===== config.mk =====
export PLATFORM = sky130hd
export DESIGN_NAME = spi_slave_regfile_flat
export DESIGN_NICKNAME = d
export VERILOG_FILES = /design/src/rtl/spi_pkg.sv /design/src/rtl/spi_slave_regfile_if.sv /design/src/rtl/spi_regfile.sv /design/src/rtl/spi_slave_regfile.sv /design/src/flat_wrapper.sv
export SDC_FILE = /design/constraint.sdc
export NUM_CORES = 2
export LEC_CHECK = 0
export BUFFER_PORTS_ARGS = -buffer_cell sky130_fd_sc_hd__buf_2
export CAP_MARGIN = 20
export CORE_ASPECT_RATIO = 1.5
export CORE_UTILIZATION = 54
export CTS_CLUSTER_DIAMETER = 120
export DETAILED_ROUTE_END_ITERATION = 8
export PLACE_DENSITY = 0.69
export SLEW_MARGIN = 20
export SYNTH_ARGS = -nofsm -noshare
export SYNTH_HDL_FRONTEND = slang
export SYNTH_SLANG_ARGS = --single-unit

===== constraint.sdc =====
create_clock -name sclk -period 7 [get_ports sclk]
set_clock_uncertainty 0.05 [all_clocks]
set_input_delay 1.05 -clock sclk [delete_from_list [all_inputs] [get_ports sclk]]
set_output_delay 1.05 -clock sclk [all_outputs]
set_load 0.005 [all_outputs]

===== src/rtl/spi_pkg.sv =====
// Shared types and constants for the SPI slave register-file target.
package spi_pkg;

    localparam int ADDR_W_DEF = 8;
    localparam int DATA_W_DEF = 8;

    localparam logic RD = 1'b1;
    localparam logic WR = 1'b0;

    typedef enum logic [2:0] {
        IDLE       = 3'd0,
        ADDR       = 3'd1,
        WDATA      = 3'd2,
        RDATA      = 3'd3,
        WAIT_DESEL = 3'd4
    } spi_state_e;

    // True when an address selects an implemented register-file entry.
    function automatic logic addr_in_range(input int unsigned addr, input int unsigned depth);
        return (addr < depth);
    endfunction

endpackage


===== src/rtl/spi_slave_regfile_if.sv =====
// Serial frame bus between an SPI master (bench driver) and the register-file slave.
interface spi_slave_regfile_if;

    logic ssel;
    logic rd_wr;
    logic mosi;
    logic miso;
    logic frame_done;
    logic frame_abort;

    modport master (
        output ssel,
        output rd_wr,
        output mosi,
        input  miso,
        input  frame_done,
        input  frame_abort
    );

    modport slave (
        input  ssel,
        input  rd_wr,
        input  mosi,
        output miso,
        output frame_done,
        output frame_abort
    );

endinterface


===== src/rtl/spi_regfile.sv =====
// DEPTH x DATA_W register file: async clear, synchronous write, combinational read.
module spi_regfile
    import spi_pkg::*;
#(
    parameter int ADDR_W = ADDR_W_DEF,
    parameter int DATA_W = DATA_W_DEF,
    parameter int DEPTH  = 256
) (
    input  logic              clk,
    input  logic              rst_n,
    input  logic              we,
    input  logic [ADDR_W-1:0] waddr,
    input  logic [DATA_W-1:0] wdata,
    input  logic [ADDR_W-1:0] raddr,
    output logic [DATA_W-1:0] rdata
);

    localparam int IDX_W = (DEPTH > 1) ? $clog2(DEPTH) : 1;

    logic [DATA_W-1:0] mem_r [DEPTH];
    logic              waddr_ok_s;
    logic              raddr_ok_s;

    assign waddr_ok_s = addr_in_range(32'(waddr), DEPTH);
    assign raddr_ok_s = addr_in_range(32'(raddr), DEPTH);

    // Storage array: cleared as a whole on reset, writes beyond DEPTH are dropped
    always_ff @(posedge clk or negedge rst_n) begin
        if (!rst_n) begin
            for (int i = 0; i < DEPTH; i++) begin
                mem_r[i] <= '0;
            end
        end else if (we && waddr_ok_s) begin
            mem_r[waddr[IDX_W-1:0]] <= wdata;
        end
    end

    // Read port: unimplemented addresses read as zero
    always_comb begin
        rdata = '0;
        if (raddr_ok_s) begin
            rdata = mem_r[raddr[IDX_W-1:0]];
        end else begin
            rdata = '0;
        end
    end

endmodule


===== src/rtl/spi_slave_regfile.sv =====
// SPI slave: address then one data word MSB first; writes land in the register
// file, reads stream the stored word back on miso.
module spi_slave_regfile
    import spi_pkg::*;
#(
    parameter int ADDR_W = ADDR_W_DEF,
    parameter int DATA_W = DATA_W_DEF,
    parameter int DEPTH  = 256
) (
    input  logic          sclk,
    input  logic          rst_n,
    spi_slave_regfile_if.slave bus
);

    localparam int CNT_MAX = (ADDR_W > DATA_W) ? ADDR_W : DATA_W;
    localparam int CNT_W   = $clog2(CNT_MAX + 1);

    spi_state_e        state_r,    state_s;
    logic [CNT_W-1:0]  bit_cnt_r,  bit_cnt_s;
    logic [ADDR_W-1:0] addr_r,     addr_s;
    logic [DATA_W-2:0] wr_shift_r, wr_shift_s;
    logic [DATA_W-1:0] rd_shift_r, rd_shift_s;
    logic              rd_wr_r,    rd_wr_s;
    logic              miso_r,     miso_s;
    logic              done_r,     done_s;
    logic              abort_r,    abort_s;

    logic [ADDR_W-1:0] addr_shift_s;
    logic [DATA_W-1:0] wdata_s;
    logic [DATA_W-1:0] rdata_s;
    logic              we_s;

    // The final bit of each field comes straight from mosi on the capturing edge
    assign addr_shift_s = {addr_r[ADDR_W-2:0], bus.mosi};
    assign wdata_s      = {wr_shift_r, bus.mosi};

    spi_regfile #(
        .ADDR_W (ADDR_W),
        .DATA_W (DATA_W),
        .DEPTH  (DEPTH)
    ) u_regfile (
        .clk   (sclk),
        .rst_n (rst_n),
        .we    (we_s),
        .waddr (addr_r),
        .wdata (wdata_s),
        .raddr (addr_shift_s),
        .rdata (rdata_s)
    );

    // Frame state register, counters, shifters and registered outputs
    always_ff @(posedge sclk or negedge rst_n) begin
        if (!rst_n) begin
            state_r    <= IDLE;
            bit_cnt_r  <= '0;
            addr_r     <= '0;
            wr_shift_r <= '0;
            rd_shift_r <= '0;
            rd_wr_r    <= WR;
            miso_r     <= 1'b0;
            done_r     <= 1'b0;
            abort_r    <= 1'b0;
        end else begin
            state_r    <= state_s;
            bit_cnt_r  <= bit_cnt_s;
            addr_r     <= addr_s;
            wr_shift_r <= wr_shift_s;
            rd_shift_r <= rd_shift_s;
            rd_wr_r    <= rd_wr_s;
            miso_r     <= miso_s;
            done_r     <= done_s;
            abort_r    <= abort_s;
        end
    end

    // Next-state and output decode; miso and the pulses default low every edge
    always_comb begin
        state_s    = state_r;
        bit_cnt_s  = bit_cnt_r;
        addr_s     = addr_r;
        wr_shift_s = wr_shift_r;
        rd_shift_s = rd_shift_r;
        rd_wr_s    = rd_wr_r;
        miso_s     = 1'b0;
        done_s     = 1'b0;
        abort_s    = 1'b0;
        we_s       = 1'b0;

        case (state_r)
            IDLE: begin
                if (!bus.ssel) begin
                    rd_wr_s   = bus.rd_wr;
                    addr_s    = addr_shift_s;
                    bit_cnt_s = CNT_W'(1);
                    state_s   = ADDR;
                end else begin
                    state_s   = IDLE;
                end
            end

            ADDR: begin
                if (bus.ssel) begin
                    abort_s   = 1'b1;
                    bit_cnt_s = '0;
                    state_s   = IDLE;
                end else begin
                    addr_s    = addr_shift_s;
                    bit_cnt_s = bit_cnt_r + CNT_W'(1);
                    if (bit_cnt_r == CNT_W'(ADDR_W - 1)) begin
                        if (rd_wr_r == RD) begin
                            rd_shift_s = rdata_s;
                            miso_s     = rdata_s[DATA_W-1];
                            bit_cnt_s  = CNT_W'(1);
                            state_s    = RDATA;
                        end else begin
                            bit_cnt_s  = '0;
                            state_s    = WDATA;
                        end
                    end else begin
                        state_s = ADDR;
                    end
                end
            end

            WDATA: begin
                if (bus.ssel) begin
                    abort_s   = 1'b1;
                    bit_cnt_s = '0;
                    state_s   = IDLE;
                end else begin
                    wr_shift_s = wdata_s[DATA_W-2:0];
                    if (bit_cnt_r == CNT_W'(DATA_W - 1)) begin
                        we_s      = 1'b1;
                        done_s    = 1'b1;
                        bit_cnt_s = '0;
                        state_s   = WAIT_DESEL;
                    end else begin
                        bit_cnt_s = bit_cnt_r + CNT_W'(1);
                        state_s   = WDATA;
                    end
                end
            end

            RDATA: begin
                if (bus.ssel) begin
                    abort_s   = 1'b1;
                    bit_cnt_s = '0;
                    state_s   = IDLE;
                end else if (bit_cnt_r == CNT_W'(DATA_W)) begin
                    // LSB has been held for its full cycle
                    done_s    = 1'b1;
                    bit_cnt_s = '0;
                    state_s   = WAIT_DESEL;
                end else begin
                    rd_shift_s = rd_shift_r << 1;
                    miso_s     = rd_shift_r[DATA_W-2];
                    bit_cnt_s  = bit_cnt_r + CNT_W'(1);
                    state_s    = RDATA;
                end
            end

            WAIT_DESEL: begin
                if (bus.ssel) begin
                    state_s = IDLE;
                end else begin
                    state_s = WAIT_DESEL;
                end
            end

            default: begin
                bit_cnt_s = '0;
                state_s   = IDLE;
            end
        endcase
    end

    assign bus.miso        = miso_r;
    assign bus.frame_done  = done_r;
    assign bus.frame_abort = abort_r;

endmodule


===== src/flat_wrapper.sv =====
// flat-port wrapper written by rule: the top's interface ports become plain ports
module spi_slave_regfile_flat import spi_pkg::*;
#(
    parameter int ADDR_W = ADDR_W_DEF,
    parameter int DATA_W = DATA_W_DEF,
    parameter int DEPTH  = 256
)
  (sclk, rst_n, bus_ssel, bus_rd_wr, bus_mosi, bus_miso, bus_frame_done, bus_frame_abort);
  spi_slave_regfile_if bus_i ();
  input  logic sclk;
  input  logic rst_n;
  input wire logic [$bits(bus_i.ssel)-1:0] bus_ssel;
  input wire logic [$bits(bus_i.rd_wr)-1:0] bus_rd_wr;
  input wire logic [$bits(bus_i.mosi)-1:0] bus_mosi;
  output wire logic [$bits(bus_i.miso)-1:0] bus_miso;
  output wire logic [$bits(bus_i.frame_done)-1:0] bus_frame_done;
  output wire logic [$bits(bus_i.frame_abort)-1:0] bus_frame_abort;
  assign bus_i.ssel = bus_ssel;
  assign bus_i.rd_wr = bus_rd_wr;
  assign bus_i.mosi = bus_mosi;
  assign bus_miso = bus_i.miso;
  assign bus_frame_done = bus_i.frame_done;
  assign bus_frame_abort = bus_i.frame_abort;
  spi_slave_regfile #(.ADDR_W(ADDR_W), .DATA_W(DATA_W), .DEPTH(DEPTH)) u_core (.sclk(sclk), .rst_n(rst_n), .bus(bus_i));
endmodule

==> impl_metrics.tcl <==
set metrics [dict create \
    status "finished clean" \
    start_kind "flop" \
    crit_family "simple AND/OR/NAND/NOR gates" \
    critPathMaxStageDelay_ns 0.84 \
    wl_per_cell_um 29.68 \
    crit_type "reg2reg" \
    p_int_mw 19.03 \
    clock.fmax_ghz 0.1999 \
    path_buf_inv 2 \
    ir_worst_vdd_uv 213.8 \
    tightest_slew_ns 1.438 \
    synth_top_area_share_pct 54.83 \
    yosys.area_share.simple_pct 2.446 \
    coreArea_um2 174800 \
    async_reset_ff_share_pct 100.0 \
    ys_ff_latch 2081 \
    totalPowerFinal_mw 25.08 \
    cts_hold_buf 0 \
    synthTopCellsByArea "dfrtp_1 55%, mux2_2 23%, mux4_2 11%" \
    synth_cells 6133 \
    detail-route-antenna-nets 0 \
    grt_max_degree 209 \
    hold_viol 0 \
    viasPerCell 6.414 \
    vias 54200 \
    cts_resized 0 \
    cp-startpoint "u_core.addr_r[3]" \
    grt_pass1_wl_um 379600 \
    clockPowerShare_pct 44.6 \
    multi_input_area_um2 40980 \
    yosys_warnings 0 \
    grt-ovfl-total 0 \
    cp.required_ns 7.66 \
    clkLatencyLatePin_ns 0.85 \
    yosys.area_share.adder_pct 0.02635 \
    grt_setup_unrepaired "no" \
    clock_sinks 2081 \
    ys_types 55 \
    cts_setup_buffers 0 \
    min_period_ns 5.002 \
    yosysMostFrequentCell "dfrtp_1" \
    synth.net_count 6140 \
    num_rows 188 \
    hold_path_class "in2async" \
    power_density_nw_per_um2 240.6 \
    synth-compound-area-share_pct 1.836 \
    die_h_um 515.7 \
    seqPwrFrac_pct 48.3 \
    start_util_pct 54.35 \
    p_leak_nw 50.59 \
    final_util_pct 59.64 \
    drive_above_1_share_pct 47.89 \
    finalSetupViolCount 0 \
    crit_slowest_cell "o21ai_0" \
    cts_tree "done" \
    drc 0 \
    fin_crit_sh_pct 71.46 \
    drt-total-wl_um 250800 \
    cts_buffers 199 \
    cp.arrival_ns 5.66 \
    syn_to_final_growth_pct 9.740 \
    globalplace.congestion 0.8752 \
    synthFlopType "dfrtp_1" \
    syn_area_per_cell_um2 15.49 \
    switchingPower_mw 6.043 \
    worstSetupEndpointType "flop" \
    synth_top_cell_by_area "dfrtp_1" \
    muxShareOfSynthArea_pct 38.65 \
    antenna_found_initial 7 \
    synth_edf_count 0 \
    root_buffer "clkbuf_16" \
    cap_violations 0 \
    synth-xor-area-share_pct 0.01844 \
    crit_chain "buf_4, or2_4, buf_4, o22ai_1, o21ai_0, nand3_1, nor3b_1, o31ai_1" \
    yosysSeqAreaShare_pct 54.83 \
    numPortBuffers 7 \
    nNetsFinal 6016 \
    synth_commonest_cells "2081 x dfrtp_1, 1914 x mux2_2, 464 x mux4_2" \
    dr.pass1.iters 6 \
    critPathMaxFanout 31 \
    synth_top_family_by_area "multiplexers" \
    netlist_area_um2 94980 \
    final.setup.tns_ns 0 \
    slew_headroom_pct 4.133 \
    h-tree-depth 4 \
    pin_count 8 \
    post-dp-hpwl_um 154400 \
    fillers 13300 \
    cts_max_path_buffers 4 \
    clkTransAtPathRegs_ns 0.07 \
    drv_slew 0 \
    final_area_um2 104200 \
    dieArea_um2 177600 \
    regArea_um2 52110 \
    first_global_vias 57130 \
    swShare_pct 24.10 \
    rr_startpoint "u_core.addr_r[3]" \
    place_area_um2 97430 \
    whs_ns 0.1178 \
    drt_iter0_drc 3948 \
    path_common_cell "buf_4" \
    grt_use_total_pct 28.82 \
    die_w_um 344.4 \
    pwr-share-comb_pct 7.1 \
]
[logic make-up (layout without fill, tap and decap cells)]
| kind of cell | after synthesis | after routing |
|---|---|---|
| flops | 2081 | 2081 |
| xor+xnor | 2 | 2 |
| compound gates | 271 | 271 |
| buf+inv | 465 | 496 |
| mux | 2829 | 2829 |
| fa+ha+maj | 2 | 2 |
| simple gates | 483 | 483 |
| other cells | 0 | 6 |
[routing by layer]
metal / up-vias / track usage [%] / wire, um
met2: 1496 / 47.13 / 124800
li1: 22590 / - / -
met4: 2 / 14.01 / 13460
met1: 29540 / 37.83 / 100000
met5: - / 0 / 18
met3: 574 / 4.049 / 12510
[worst reg2reg max path, stage by stage (launching register included)]
cell     delay [ns]
dfrtp_1        0.65
buf_4          0.48
or2_4          0.72
buf_4          0.69
o22ai_1        0.17
o21ai_0        0.84
nand3_1        0.36
nor3b_1        0.75
o31ai_1        0.14
[area by class of cell]
class | instances | share of cell area [%]
multi-input cells | 3587 | 39.31
well taps | 2280 | 2.737
flip-flops and latches | 2081 | 49.99
inverters | 8 | 0.03601
clock buffers | 308 | 5.852
diodes | 6 | 0.01440
repair buffers | 132 | 1.431
clock inverters | 48 | 0.6242
[flip-flops by register name, indices dropped and copies added (netlist names)]
| name | flops |
|---|---|
| u_core.wr_shift_r | 7 |
| u_core.addr_r | 8 |
| u_core.bus.frame_abort | 1 |
| u_core.state_r | 3 |
| u_core.u_regfile.mem_r | 2048 |
| u_core.bus.miso | 1 |
| u_core.bit_cnt_r | 4 |
| u_core.rd_shift_r | 7 |
| u_core.bus.frame_done | 1 |
| u_core.rd_wr_r | 1 |
[power by group through the flow]
stage / Clock [mW] / Sequential, mW / Combinational (mW)
5_1_grt: 11.8 / 12.1 / 1.85
4_1_cts: 11.4 / 12.1 / 1.78
3_5_place_dp: 0 / 12.3 / 1.78
2_1_floorplan: 0 / 12.3 / 0.864
3_3_place_gp: 0 / 12.3 / 1.76
6_report: 11.2 / 12.1 / 1.78
[cell usage in the layout, fill, tap and decap left out, types with 29 or more instances in the layout]
master	count
buf_12	34
clkbuf_8	54
nand2_1	227
clkbuf_1	47
buf_4	88
nor2_2	71
clkinv_2	29
nor2_1	46
nand3_1	35
clkbuf_16	207
dfrtp_1	2072
mux4_2	464
mux2_1	153
o22ai_1	98
mux2_2	1914
mux2i_1	298
o21ai_0	61
a22oi_1	36
[per-stage QoR]
| step | worst slack, ns | instances |
|---|---|---|
| 2_1_floorplan | 3.745 | 6133 |
| 3_3_place_gp | 1.504 | 8082 |
| 3_5_place_dp | 1.528 | 8086 |
| 4_1_cts | 2.319 | 8442 |
| 5_1_grt | 2.260 | 8446 |
| 6_report | 1.998 | 8450 |
[worst paths after layout]
| check | endpoint | slack [ns] | depth (start not counted) |
|---|---|---|---|
| min in group sclk | u_core.state_r[2] | 0.44 | 2 |
| worst min register to register | u_core.u_regfile.mem_r[1391] | 0.44 | 1 |
| worst min-delay path | u_core.u_regfile.mem_r[1256] | 0.12 | 1 |
| worst max-delay path | u_core.rd_shift_r[5] | 2.00 | 8 |
| worst max register to register | u_core.rd_shift_r[5] | 2.00 | 8 |
| max in group asynchronous | u_core.u_regfile.mem_r[1400] | 4.93 | 3 |
Note: power is estimated with default switching activity, not from simulation.
